$ cat src/rtl/param_sync_fifo_if.sv
// ---------------------------------------------------------------------------
// param_sync_fifo_if
//   Handshake/data bundle for param_sync_fifo.
//   master : producer/consumer side (drives clear, writeEn, dataIn, readEn)
//   slave  : FIFO side (drives dataOut, dataValid, status flags, count,
//            sticky overflow/underflow)
// ---------------------------------------------------------------------------
interface param_sync_fifo_if #(
    parameter int DATA_WIDTH = 8,
    parameter int ADDR_WIDTH = 3
);
    logic                  clear;
    logic                  writeEn;
    logic [DATA_WIDTH-1:0] dataIn;
    logic                  readEn;
    logic [DATA_WIDTH-1:0] dataOut;
    logic                  dataValid;
    logic                  Full;
    logic                  Empty;
    logic                  almostFull;
    logic                  almostEmpty;
    logic [ADDR_WIDTH:0]   count;
    logic                  overflow;
    logic                  underflow;

    modport master (
        output clear, writeEn, dataIn, readEn,
        input  dataOut, dataValid, Full, Empty, almostFull, almostEmpty,
               count, overflow, underflow
    );

    modport slave (
        input  clear, writeEn, dataIn, readEn,
        output dataOut, dataValid, Full, Empty, almostFull, almostEmpty,
               count, overflow, underflow
    );
endinterface

$ cat src/rtl/param_sync_fifo.sv
// ---------------------------------------------------------------------------
// param_sync_fifo
//   Single-clock FIFO, DEPTH = 2**ADDR_WIDTH words of DATA_WIDTH bits.
//   Concurrent read+write, registered read data with a one-cycle valid
//   pulse, occupancy count, programmable almost-full/almost-empty levels,
//   synchronous flush and sticky overflow/underflow flags.
// Ports
//   clk    : rising-edge clock
//   reset  : asynchronous, active-low reset
//   bus    : param_sync_fifo_if.slave
//            clear/writeEn/dataIn/readEn in;
//            dataOut/dataValid/Full/Empty/almostFull/almostEmpty/
//            count/overflow/underflow out
// ---------------------------------------------------------------------------
module param_sync_fifo #(
    parameter int DATA_WIDTH = 8,
    parameter int ADDR_WIDTH = 3,
    parameter int AF_LEVEL   = 6,
    parameter int AE_LEVEL   = 2
) (
    input  logic              clk,
    input  logic              reset,
    param_sync_fifo_if.slave  bus
);
    localparam int                  DEPTH   = 2 ** ADDR_WIDTH;
    localparam logic [ADDR_WIDTH:0] DEPTH_C = (ADDR_WIDTH + 1)'(DEPTH);
    localparam logic [ADDR_WIDTH:0] AF_C    = (ADDR_WIDTH + 1)'(AF_LEVEL);
    localparam logic [ADDR_WIDTH:0] AE_C    = (ADDR_WIDTH + 1)'(AE_LEVEL);

    // Storage is deliberately left out of reset.
    logic [DATA_WIDTH-1:0] mem_q [DEPTH];

    logic [ADDR_WIDTH-1:0] wr_ptr_q, wr_ptr_d;
    logic [ADDR_WIDTH-1:0] rd_ptr_q, rd_ptr_d;
    logic [ADDR_WIDTH:0]   count_q,  count_d;
    logic [DATA_WIDTH-1:0] dout_q,   dout_d;
    logic                  dvalid_q, dvalid_d;
    logic                  ovf_q,    ovf_d;
    logic                  unf_q,    unf_d;

    logic full, empty;
    logic wr_ok, rd_ok;
    logic mem_we;

    // Status flags depend only on the registered count, so there is no
    // combinational path from the request inputs to any output.
    assign full  = (count_q == DEPTH_C);
    assign empty = (count_q == '0);

    // A full FIFO still takes a write when a read frees a slot on the same
    // edge. An empty FIFO never serves a read on the write's edge: the new
    // word is only visible from the next cycle.
    assign wr_ok  = bus.writeEn & (~full | bus.readEn);
    assign rd_ok  = bus.readEn & ~empty;
    assign mem_we = wr_ok & ~bus.clear;

    always_comb begin
        wr_ptr_d = wr_ptr_q;
        rd_ptr_d = rd_ptr_q;
        count_d  = count_q;
        dout_d   = dout_q;
        dvalid_d = 1'b0;
        ovf_d    = ovf_q;
        unf_d    = unf_q;

        if (bus.clear) begin
            // Flush wins over any request in the same cycle; dataOut holds.
            wr_ptr_d = '0;
            rd_ptr_d = '0;
            count_d  = '0;
            ovf_d    = 1'b0;
            unf_d    = 1'b0;
        end else begin
            if (wr_ok) begin
                wr_ptr_d = wr_ptr_q + 1'b1;
            end
            if (rd_ok) begin
                rd_ptr_d = rd_ptr_q + 1'b1;
                dout_d   = mem_q[rd_ptr_q];
                dvalid_d = 1'b1;
            end
            unique case ({wr_ok, rd_ok})
                2'b10:   count_d = count_q + 1'b1;
                2'b01:   count_d = count_q - 1'b1;
                default: count_d = count_q;
            endcase
            // A write to a full FIFO with a read alongside is accepted, so
            // only the read-less case is an overflow.
            if (bus.writeEn & full & ~bus.readEn) begin
                ovf_d = 1'b1;
            end
            if (bus.readEn & empty) begin
                unf_d = 1'b1;
            end
        end
    end

    always_ff @(posedge clk or negedge reset) begin
        if (!reset) begin
            wr_ptr_q <= '0;
            rd_ptr_q <= '0;
            count_q  <= '0;
            dout_q   <= '0;
            dvalid_q <= 1'b0;
            ovf_q    <= 1'b0;
            unf_q    <= 1'b0;
        end else begin
            wr_ptr_q <= wr_ptr_d;
            rd_ptr_q <= rd_ptr_d;
            count_q  <= count_d;
            dout_q   <= dout_d;
            dvalid_q <= dvalid_d;
            ovf_q    <= ovf_d;
            unf_q    <= unf_d;
        end
    end

    always_ff @(posedge clk) begin
        if (mem_we) begin
            mem_q[wr_ptr_q] <= bus.dataIn;
        end
    end

    assign bus.dataOut     = dout_q;
    assign bus.dataValid   = dvalid_q;
    assign bus.Full        = full;
    assign bus.Empty       = empty;
    assign bus.almostFull  = (count_q >= AF_C);
    assign bus.almostEmpty = (count_q <= AE_C);
    assign bus.count       = count_q;
    assign bus.overflow    = ovf_q;
    assign bus.underflow   = unf_q;

endmodule

$ cat src/flat_wrapper.sv
// flat-port wrapper written by rule: the top's interface ports become plain ports
module param_sync_fifo_flat 
#(
    parameter int DATA_WIDTH = 8,
    parameter int ADDR_WIDTH = 3,
    parameter int AF_LEVEL   = 6,
    parameter int AE_LEVEL   = 2
)
  (clk, reset, bus_clear, bus_writeEn, bus_dataIn, bus_readEn, bus_dataOut, bus_dataValid, bus_Full, bus_Empty, bus_almostFull, bus_almostEmpty, bus_count, bus_overflow, bus_underflow);
  param_sync_fifo_if #(.DATA_WIDTH(DATA_WIDTH), .ADDR_WIDTH(ADDR_WIDTH)) bus_i ();
  input  logic clk;
  input  logic reset;
  input wire logic [$bits(bus_i.clear)-1:0] bus_clear;
  input wire logic [$bits(bus_i.writeEn)-1:0] bus_writeEn;
  input wire logic [$bits(bus_i.dataIn)-1:0] bus_dataIn;
  input wire logic [$bits(bus_i.readEn)-1:0] bus_readEn;
  output wire logic [$bits(bus_i.dataOut)-1:0] bus_dataOut;
  output wire logic [$bits(bus_i.dataValid)-1:0] bus_dataValid;
  output wire logic [$bits(bus_i.Full)-1:0] bus_Full;
  output wire logic [$bits(bus_i.Empty)-1:0] bus_Empty;
  output wire logic [$bits(bus_i.almostFull)-1:0] bus_almostFull;
  output wire logic [$bits(bus_i.almostEmpty)-1:0] bus_almostEmpty;
  output wire logic [$bits(bus_i.count)-1:0] bus_count;
  output wire logic [$bits(bus_i.overflow)-1:0] bus_overflow;
  output wire logic [$bits(bus_i.underflow)-1:0] bus_underflow;
  assign bus_i.clear = bus_clear;
  assign bus_i.writeEn = bus_writeEn;
  assign bus_i.dataIn = bus_dataIn;
  assign bus_i.readEn = bus_readEn;
  assign bus_dataOut = bus_i.dataOut;
  assign bus_dataValid = bus_i.dataValid;
  assign bus_Full = bus_i.Full;
  assign bus_Empty = bus_i.Empty;
  assign bus_almostFull = bus_i.almostFull;
  assign bus_almostEmpty = bus_i.almostEmpty;
  assign bus_count = bus_i.count;
  assign bus_overflow = bus_i.overflow;
  assign bus_underflow = bus_i.underflow;
  param_sync_fifo #(.DATA_WIDTH(DATA_WIDTH), .ADDR_WIDTH(ADDR_WIDTH), .AF_LEVEL(AF_LEVEL), .AE_LEVEL(AE_LEVEL)) u_core (.clk(clk), .reset(reset), .bus(bus_i));
endmodule
$ cat config.mk
export PLATFORM = sky130hd
export DESIGN_NAME = param_sync_fifo_flat
export DESIGN_NICKNAME = d
export VERILOG_FILES = /design/src/rtl/param_sync_fifo_if.sv /design/src/rtl/param_sync_fifo.sv /design/src/flat_wrapper.sv
export SDC_FILE = /design/constraint.sdc
export NUM_CORES = 1
export LEC_CHECK = 0
export ABC_AREA = 1
export BUFFER_PORTS_ARGS = -buffer_cell sky130_fd_sc_hd__buf_2
export CAP_MARGIN = 20
export CORE_MARGIN = 4
export CORE_UTILIZATION = 33
export CTS_CLUSTER_DIAMETER = 150
export CTS_CLUSTER_SIZE = 12
export DETAILED_ROUTE_END_ITERATION = 10
export HOLD_SLACK_MARGIN = 0.05
export SLEW_MARGIN = 20
export SYNTH_ARGS = -nofsm -noshare
export SYNTH_HDL_FRONTEND = slang
export SYNTH_SLANG_ARGS = --single-unit
$ cat constraint.sdc
create_clock -name clk -period 2.2 [get_ports clk]
set_input_delay 0.22 -clock clk [delete_from_list [all_inputs] [get_ports clk]]
set_output_delay 0.22 -clock clk [all_outputs]
set_load 0.02 [all_outputs]
==> flow_metrics.tcl, run 1 <==
set metrics [dict create \
    period_needed_ns 1.85 \
    dieArea_sq_um 12300 \
    synth_top_area_frac 0.552 \
    cp_top_family "simple AND/OR/NAND/NOR gates" \
    ys_seq_area_frac 0.703 \
    dieWidth_microns 111 \
    tns_ns 0 \
    cp_data_arrival_time_ns 2.10 \
    slowest_stage "dfrtp_1" \
    synthTopCellsByArea "edfxtp_1, dfrtp_1, o21ai_0, nor2_1, nand2_1" \
    cts_resized 0 \
    io_pins 32 \
    register_area_sq_um 2450 \
    start_util 0.337 \
    synthFlopType "edfxtp_1" \
    ys_ff_latch 85 \
    slew_headroom 0.609 \
    path_buf_inv 1 \
    syn_inst 298 \
    htree_levels 3 \
    clockRootBuffer "clkbuf_8" \
    n_antenna_cell 0 \
    met1_usage 0.158 \
    vdd_drop_max_v 0.000428 \
    core_region_area_sq_um 10300 \
    leakage_nw 1.61 \
    syn_area_sq_um 3480 \
    routedWlPerCell_microns 15.0 \
    max_freq_mhz 541 \
    slew_viol_final 0 \
    r2r-start "u_core.bus.count[0]" \
    place.gp.congestion 0.899 \
    cts.sinks 85 \
    antenna_found_initial 0 \
    p_per_area_nw_per_um2 1100 \
    critPathLaunch "u_core.bus.count[0]" \
    path_clk_slew_ns 0.10 \
    cts_tree "built" \
    maxCapViolations 0 \
    grt.overflow.total 0 \
    synth_cell_types 27 \
    hold_start "bus_dataIn[3]" \
    yosys-top-cells-count "edfxtp_1, nor2_1, nand2_1" \
    path_class "flip-flop to flip-flop" \
    syn_nets 315 \
    drtPass1Iterations 4 \
    dp_worst_setup_slack_ns 0.372 \
    hold_class "input pin to flip-flop" \
    clock_latency_ns 0.36 \
    crit_top_cell "nand2_1" \
    yosysWarnings 0 \
    min_to "u_core.mem_q[7][3]" \
    cp_max_fo 7 \
    row_count 37 \
    clock_skew_ns 0.0150 \
    fin_crit_sh 0.840 \
    r2r_slack_ns 0.35 \
    worstPathCellList "nor2_1 -> nand2_2 -> nand3_2 -> inv_1 -> ha_1 -> nand2_1 -> nand3b_1 -> nand2_1 -> nand2_1 -> nand3_1 -> nand2_1" \
    use_met2 0.195 \
    io_buffers 31 \
    hold_buffers 1 \
    holdPathStages 1 \
    cpPeakStageDelay_ns 0.44 \
    syn_avg_cell_area_sq_um 11.7 \
    post_drt_via_cell_ratio 4.91 \
    setup_viol 0 \
    synth_edf_count 64 \
    finalWirelength_microns 7270 \
    grt_max_degree 35 \
    startpoint_type "flip-flop" \
    multi_input_area_sq_um 911 \
    drive_gt1_frac 0.187 \
    r2r_end "u_core.bus.count[3]" \
    use_met3 0.0306 \
    hpwl_microns 4690 \
    busiest_layer "met2" \
    fillers 972 \
    grt_usage 0.122 \
    grt_pass1_vias 2278 \
    rsz0062_at_grt "no" \
    drc 0 \
    num_vias 2376 \
    hold_viol 0 \
    reg2reg_depth 11 \
    cts_buffers 9 \
    layout-area-overhead-vs-synth_pct 16.8 \
    end_kind "flip-flop" \
    outcome "completed" \
    ant_nets 0 \
    worst_slack_ns 0.352 \
    drt_iter0_drc 123 \
    worstPathRequired_ns 2.45 \
    synth_top_cell_by_area "edfxtp_1" \
    postCtsSetupBuffers 0 \
    async_reset_ff_frac 0.247 \
    synth_most_common_cell "edfxtp_1" \
    chipHeight_microns 111 \
    final_nets 360 \
    tightest_slew_ns 0.585 \
    clockBufferDepth 2 \
    grt_pass1_wl_microns 11800 \
]
-- metrics by stage --
stage	instances	hold WS (ns)	power [W]	util	cell area [sq um]
2_1_floorplan	298	-0.0756	0.00295	-	3480
3_3_place_gp	467	0.205	0.00336	0.374	3860
3_5_place_dp	467	0.210	0.00340	0.374	3860
4_1_cts	484	0.117	0.00452	0.394	4070
5_1_grt	484	0.132	0.00474	0.394	4070
6_report	484	0.131	0.00448	0.394	4070
-- report_power, final --
group | switching [W] | internal [W]
logic | 0.000956 | 0.000438
clock network | 0.000579 | 0.000540
registers | 0.0000912 | 0.00187
total | 0.00163 | 0.00285
-- worst max-delay path by stage --
stage	end	slack, ns	depth (start not counted)
2_1_floorplan	u_core.mem_q[4][0]	0.38	6
3_3_place_gp	u_core.bus.count[3]	0.45	11
3_5_place_dp	u_core.bus.count[3]	0.37	11
4_1_cts	u_core.bus.count[3]	0.35	11
5_1_grt	u_core.bus.count[3]	0.14	11
6_report	u_core.bus.count[3]	0.35	11
-- metal layers --
metal  up-vias  part of all wire
met2        53              0.48
li1       1164                 -
met3        16             0.032
met4         0             0.025
met5         -                 0
met1      1143              0.46
-- cells by family after synthesis --
kind of cell	synth area share
buffers and inverters	0.0359
adder cells (fa/ha/maj)	0.0144
AO/OA/AOI/OAI	0.124
flip-flops	0.703
AND/OR/NAND/NOR	0.123
-- state kept, by name (all words and copies together), names as in the netlist --
| signal | flops |
|---|---|
| u_core.bus.count | 4 |
| u_core.bus.dataOut | 8 |
| u_core.bus.overflow | 1 |
| u_core.bus.underflow | 1 |
| u_core.bus.dataValid | 1 |
| u_core.wr_ptr_q | 3 |
| u_core.rd_ptr_q | 3 |
| u_core.mem_q | 64 |
-- layout by cell type, fill, tap and decap left out, drive strengths merged, types with 3 or more instances in the layout --
| master | netlist | routed |
|---|---|---|
| buf | 3 | 43 |
| dfrtp | 21 | 21 |
| inv | 21 | 24 |
| o21ai | 42 | 42 |
| edfxtp | 64 | 64 |
| o22ai | 8 | 8 |
| nand2 | 44 | 44 |
| o21a | 3 | 3 |
| nand3 | 7 | 7 |
| a21oi | 3 | 3 |
| nand4 | 4 | 4 |
| nor2 | 48 | 48 |
| o221ai | 8 | 8 |
| clkbuf | 7 | 9 |
| ha | 4 | 4 |
| clkinv | 1 | 3 |
| o211ai | 8 | 8 |
-- area by class of cell --
class | instances | share of cell area
flip-flops and latches | 85 | 0.601
clock inverters | 7 | 0.0197
well taps | 136 | 0.0418
clock buffers | 9 | 0.0304
repair buffers | 44 | 0.0627
inverters | 22 | 0.0203
multi-input cells | 181 | 0.224
Note: power is estimated with default switching activity, not from simulation.
==> inputs of run 2 (changes only) <==
- clock period: 2.2 -> 1.6 ns (I/O delays scaled with it)
==> run 2 against run 1 <==
The run now ends with setup timing left; critical path depth stayed put; count of clock-buffer cells in the layout is 1 higher; core utilization is 2.7 points higher; worst setup slack got worse by 0.35 ns; combinational power grew 76%; cell count increased by 3.9%; die area unchanged; non-clock buffer count up 19; critical endpoint unchanged.
==> flow_metrics.tcl, run 2 (same netlist as run 1, synthesis figures left out) <==
set metrics [dict create \
    period_needed_ns 1.60 \
    grt_max_degree 35 \
    hold_class "input pin to flip-flop" \
    final_core_util 0.421 \
    clockBufferDepth 2 \
    grt_usage 0.128 \
    final_nets 379 \
    violations "setup timing" \
    crit_end "u_core.bus.count[3]" \
    htree_levels 3 \
    outcome "finished, violations left" \
    end_kind "flip-flop" \
    ant_nets 0 \
    drtPass1Iterations 4 \
    cts.sinks 85 \
    row_count 37 \
    drc 0 \
    critical_path_cell_count 11 \
    io_pins 32 \
    tightest_slew_ns 0.485 \
    clock_skew_ns 0.0155 \
    tns_ns -0.000483 \
    n_antenna_cell 0 \
    layout_common_cells "edfxtp_1, nand2_1, o21ai_0, nor2_1, buf_2" \
    num_vias 2471 \
    r2r-start "u_core.bus.count[2]" \
    cts_buffers 9 \
    dpl_cell_area_sq_um 4010 \
    critPathLaunch "u_core.bus.count[2]" \
    p_int_w 0.00426 \
    io_buffers 31 \
    routedWlPerCell_microns 15.8 \
    dieWidth_microns 111 \
    register_area_sq_um 2450 \
    reg2reg_depth 11 \
    cts_tree "built" \
    path_clk_slew_ns 0.09 \
    worstPathRequired_ns 1.84 \
    startpoint_type "flip-flop" \
    largest_reg_flops 64 \
    fillers 948 \
    netSwitchingFraction 0.362 \
    cpPeakStageDelay_ns 0.44 \
    max_freq_mhz 625 \
    worst_slack_ns -0.000483 \
    maxCapViolations 0 \
    rsz0062_at_grt "yes" \
    antenna_found_initial 0 \
    r2r_slack_ns -0.0005 \
    grt_pass1_wl_microns 12400 \
    grt.overflow.total 0 \
    hpwl_microns 5210 \
    p_clk_frac 0.227 \
    cp_max_fo 3 \
    path_class "flip-flop to flip-flop" \
    layout-area-overhead-vs-synth_pct 24.9 \
    grt_pass1_vias 2387 \
    vdd_drop_max_v 0.000794 \
    multi_input_area_sq_um 995 \
    leakage_nw 1.70 \
    clock_latency_ns 0.36 \
    top_register "u_core.mem_q" \
    post_drt_via_cell_ratio 4.91 \
    crit_top_cell "nand2_1" \
    hold_viol 0 \
    clockRootBuffer "clkbuf_8" \
    combPwrFrac 0.366 \
    path_buf_inv 1 \
    start_util 0.337 \
    drive_gt1_frac 0.283 \
    p_sw_w 0.00242 \
    fin_area_sq_um 4350 \
    finalWirelength_microns 7960 \
    r2r_end "u_core.bus.count[3]" \
    worstPathCellList "nor2_4 -> nand2_4 -> nand3_4 -> inv_2 -> ha_4 -> nand2_1 -> nand3b_1 -> nand2_1 -> nand2_1 -> nand3_1 -> nand2_1" \
    slowest_stage "dfrtp_2" \
    cp_top_family "simple AND/OR/NAND/NOR gates" \
    setup_viol 1 \
    p_seq_frac 0.407 \
    cp_data_arrival_time_ns 1.84 \
    dieArea_sq_um 12300 \
    p_per_area_nw_per_um2 1540 \
    slew_headroom 0.677 \
    final_common_cell "edfxtp_1" \
    fin_crit_sh 1.00 \
    slew_viol_final 0 \
    chipHeight_microns 111 \
    core_region_area_sq_um 10300 \
    place.gp.congestion 0.826 \
    drt_iter0_drc 109 \
    dp_worst_setup_slack_ns -0.0387 \
]
## run 2: changes by cell type in the layout (fill, tap and decap cells not counted), sizes merged
cell	previous run	this run
clkinv	3	1
buf	43	62
inv	24	22
clkbuf	9	10
clkinvlp	1	4
## run 2: power by group through the flow
| stage | logic (W) | registers [W] | clock network [W] |
|---|---|---|---|
| after floorplan | 0.00116 | 0.00296 | 0 |
| after global placement | 0.00225 | 0.00274 | 0 |
| after detailed placement | 0.00225 | 0.00275 | 0 |
| after CTS | 0.00229 | 0.00271 | 0.00155 |
| after global routing | 0.00270 | 0.00275 | 0.00164 |
| final | 0.00245 | 0.00272 | 0.00152 |
## run 2: layout make-up
class	instances	area share
Clock buffer	10	0.0293
Clock inverter	6	0.0161
Tap cell	136	0.0391
Sequential cell	85	0.564
Timing Repair Buffer	63	0.103
Multi-Input combinational cell	181	0.229
Inverter	22	0.0198
## run 2: through the flow
| step | power, W | hold WS [ns] | cells |
|---|---|---|---|
| floorplan | 0.00412 | -0.136 | 298 |
| global placement | 0.00500 | 0.148 | 478 |
| detailed placement | 0.00501 | 0.149 | 478 |
| CTS | 0.00656 | 0.0826 | 495 |
| global route | 0.00709 | 0.104 | 503 |
| finish | 0.00668 | 0.0974 | 503 |
## run 2: worst min-delay path by stage
stage | start | end | cells after the start
2_1_floorplan | reset | u_core.bus.count[0] | 0
3_3_place_gp | reset | u_core.bus.overflow | 1
3_5_place_dp | reset | u_core.bus.overflow | 1
4_1_cts | bus_dataIn[5] | u_core.mem_q[7][5] | 1
5_1_grt | bus_dataIn[4] | u_core.mem_q[2][4] | 1
6_report | bus_dataIn[5] | u_core.mem_q[2][5] | 1
## run 2: what timing repair did
item                                    4_1_cts  5_1_grt
resized for setup                             3       14
hold buffers                                  1        0
pin swaps                                     0        7
buffers inserted                              0        8
endpoints found under the setup margin       45       74
hold endpoints to repair                     21        0
## run 2: routing by layer
| layer | routed length [microns] | vias up | GRT usage |
|---|---|---|---|
| li1 | - | 1191 | - |
| met1 | 3600 | 1211 | 0.177 |
| met2 | 3860 | 59 | 0.197 |
| met3 | 398 | 10 | 0.0218 |
| met4 | 97 | 0 | 0.0583 |
| met5 | 0 | - | 0 |
==> inputs of run 3 (changes only) <==
- clock period: 1.6 -> 2 ns (I/O delays scaled with it)
==> run 3 against run 2 <==
The flow now finishes without violations; register-to-register slack improved by 0.21 ns; clock skew decreased by 0.0061 ns; clock power decreased by 20%; via count decreased by 7.2%; count of clock-buffer cells in the layout unchanged; cell count decreased by 3.8%.
==> flow_metrics.tcl, run 3 (same netlist as run 1, synthesis figures left out) <==
set metrics [dict create \
    layout-area-overhead-vs-synth_pct 17.0 \
    r2r_slack_ns 0.21 \
    setup_viol 0 \
    end_kind "flip-flop" \
    grt.overflow.total 0 \
    slowest_stage "dfrtp_2" \
    grt_pass1_wl_microns 11600 \
    cp_max_fo 7 \
    num_vias 2293 \
    worstPathRequired_ns 2.24 \
    cts_buffers 9 \
    worstPathCellList "nor2_2 -> nand2_2 -> nand3_2 -> inv_1 -> ha_1 -> nand2_1 -> nand3b_1 -> nand2_1 -> nand2_1 -> nand3_1 -> nand2_1" \
    grt_usage 0.121 \
    post_drt_via_cell_ratio 4.74 \
    finalWirelength_microns 7260 \
    drt_iter0_drc 93 \
    place.gp.congestion 0.908 \
    n_antenna_cell 0 \
    layout_common_cells "edfxtp_1, nor2_1, nand2_1, o21ai_0, buf_2" \
    ant_nets 0 \
    multi_input_area_sq_um 916 \
    io_pins 32 \
    fin_cells 484 \
    chipHeight_microns 111 \
    postCtsSetupBuffers 0 \
    row_count 37 \
    hpwl_microns 4710 \
    drtPass1Iterations 4 \
    dp_cells 467 \
    outcome "completed" \
    rsz0062_at_grt "no" \
    p_per_area_nw_per_um2 1200 \
    final_nets 360 \
    path_class "flip-flop to flip-flop" \
    clockBufferDepth 2 \
    largest_reg_flops 64 \
    fillers 969 \
    dieArea_sq_um 12300 \
    final_common_cell "edfxtp_1" \
    drc 0 \
    clock_latency_ns 0.35 \
    vdd_drop_max_v 0.000372 \
    core_region_area_sq_um 10300 \
    clockRootBuffer "clkbuf_8" \
    tightest_slew_ns 0.554 \
    cp_data_arrival_time_ns 2.04 \
    cts.sinks 85 \
    startpoint_type "flip-flop" \
    htree_levels 3 \
    leakage_nw 1.59 \
    cpPeakStageDelay_ns 0.46 \
    slew_headroom 0.630 \
    tns_ns 0 \
    hold_class "input pin to flip-flop" \
    routedWlPerCell_microns 15.0 \
    maxCapViolations 0 \
    antenna_found_initial 0 \
    drive_gt1_frac 0.195 \
    io_buffers 31 \
    top_register "u_core.mem_q" \
    hold_viol 0 \
    dp_worst_setup_slack_ns 0.163 \
    slew_viol_final 0 \
    worst_slack_ns 0.208 \
    max_freq_mhz 558 \
    cts_tree "built" \
    fin_crit_sh 0.896 \
    start_util 0.337 \
    period_needed_ns 1.79 \
    register_area_sq_um 2450 \
    crit_top_cell "nand2_1" \
    grt_max_degree 35 \
    dieWidth_microns 111 \
    clock_skew_ns 0.00937 \
    path_clk_slew_ns 0.09 \
    final_core_util 0.395 \
    grt_pass1_vias 2231 \
]
run 3: metrics by stage:
| step | total power, W | cell area, sq um | hold slack (ns) |
|---|---|---|---|
| 2_1_floorplan | 0.00325 | 3480 | -0.0956 |
| 3_3_place_gp | 0.00370 | 3860 | 0.184 |
| 3_5_place_dp | 0.00372 | 3860 | 0.187 |
| 4_1_cts | 0.00494 | 4070 | 0.103 |
| 5_1_grt | 0.00521 | 4070 | 0.118 |
| 6_report | 0.00490 | 4070 | 0.116 |
run 3: final timing paths:
path / startpoint / end / cells after the start
min reg2reg: u_core.bus.dataOut[2] / u_core.bus.dataOut[2] / 2
max in group asynchronous: reset / u_core.bus.count[3] / 2
min in group asynchronous: reset / u_core.bus.count[1] / 2
min: bus_dataIn[6] / u_core.mem_q[3][6] / 1
max: u_core.bus.count[3] / u_core.bus.count[3] / 11
max reg2reg: u_core.bus.count[3] / u_core.bus.count[3] / 11
run 3: layout make-up:
class	instances	share of cell area
clock inverter	6	0.0178
sequential	85	0.601
inverter	22	0.0203
clock buffer	10	0.0313
tap	136	0.0418
multi-input combinational	181	0.225
timing repair buffer	44	0.0627
run 3: worst max-delay path: cells and delay by family, from the launching register on:
kind          cells  cell delay (ns)
simple gates      9             0.86
fa+ha+maj         1             0.30
buf+inv           1             0.06
flops             1             0.46
run 3: what timing repair did:
action                                  CTS  global route
gates resized for setup                   0             4
endpoints found under the hold margin    21             0
endpoints found under the setup margin    0             1
hold buffers                              1             0
run 3: layer usage:
metal,track usage,part of all wire,wire (microns),vias up
met3,0.0218,0.027,193,9
met2,0.208,0.50,3660,36
met4,0.0567,0.016,114,0
met1,0.146,0.45,3300,1093
li1,-,-,-,1155
met5,0,0,0,-
run 3: report_power, final:
group          total [W]  switching [W]  internal (W)
Sequential       0.00218       0.000117       0.00206
Combinational    0.00150        0.00102      0.000486
Clock            0.00122       0.000625      0.000590
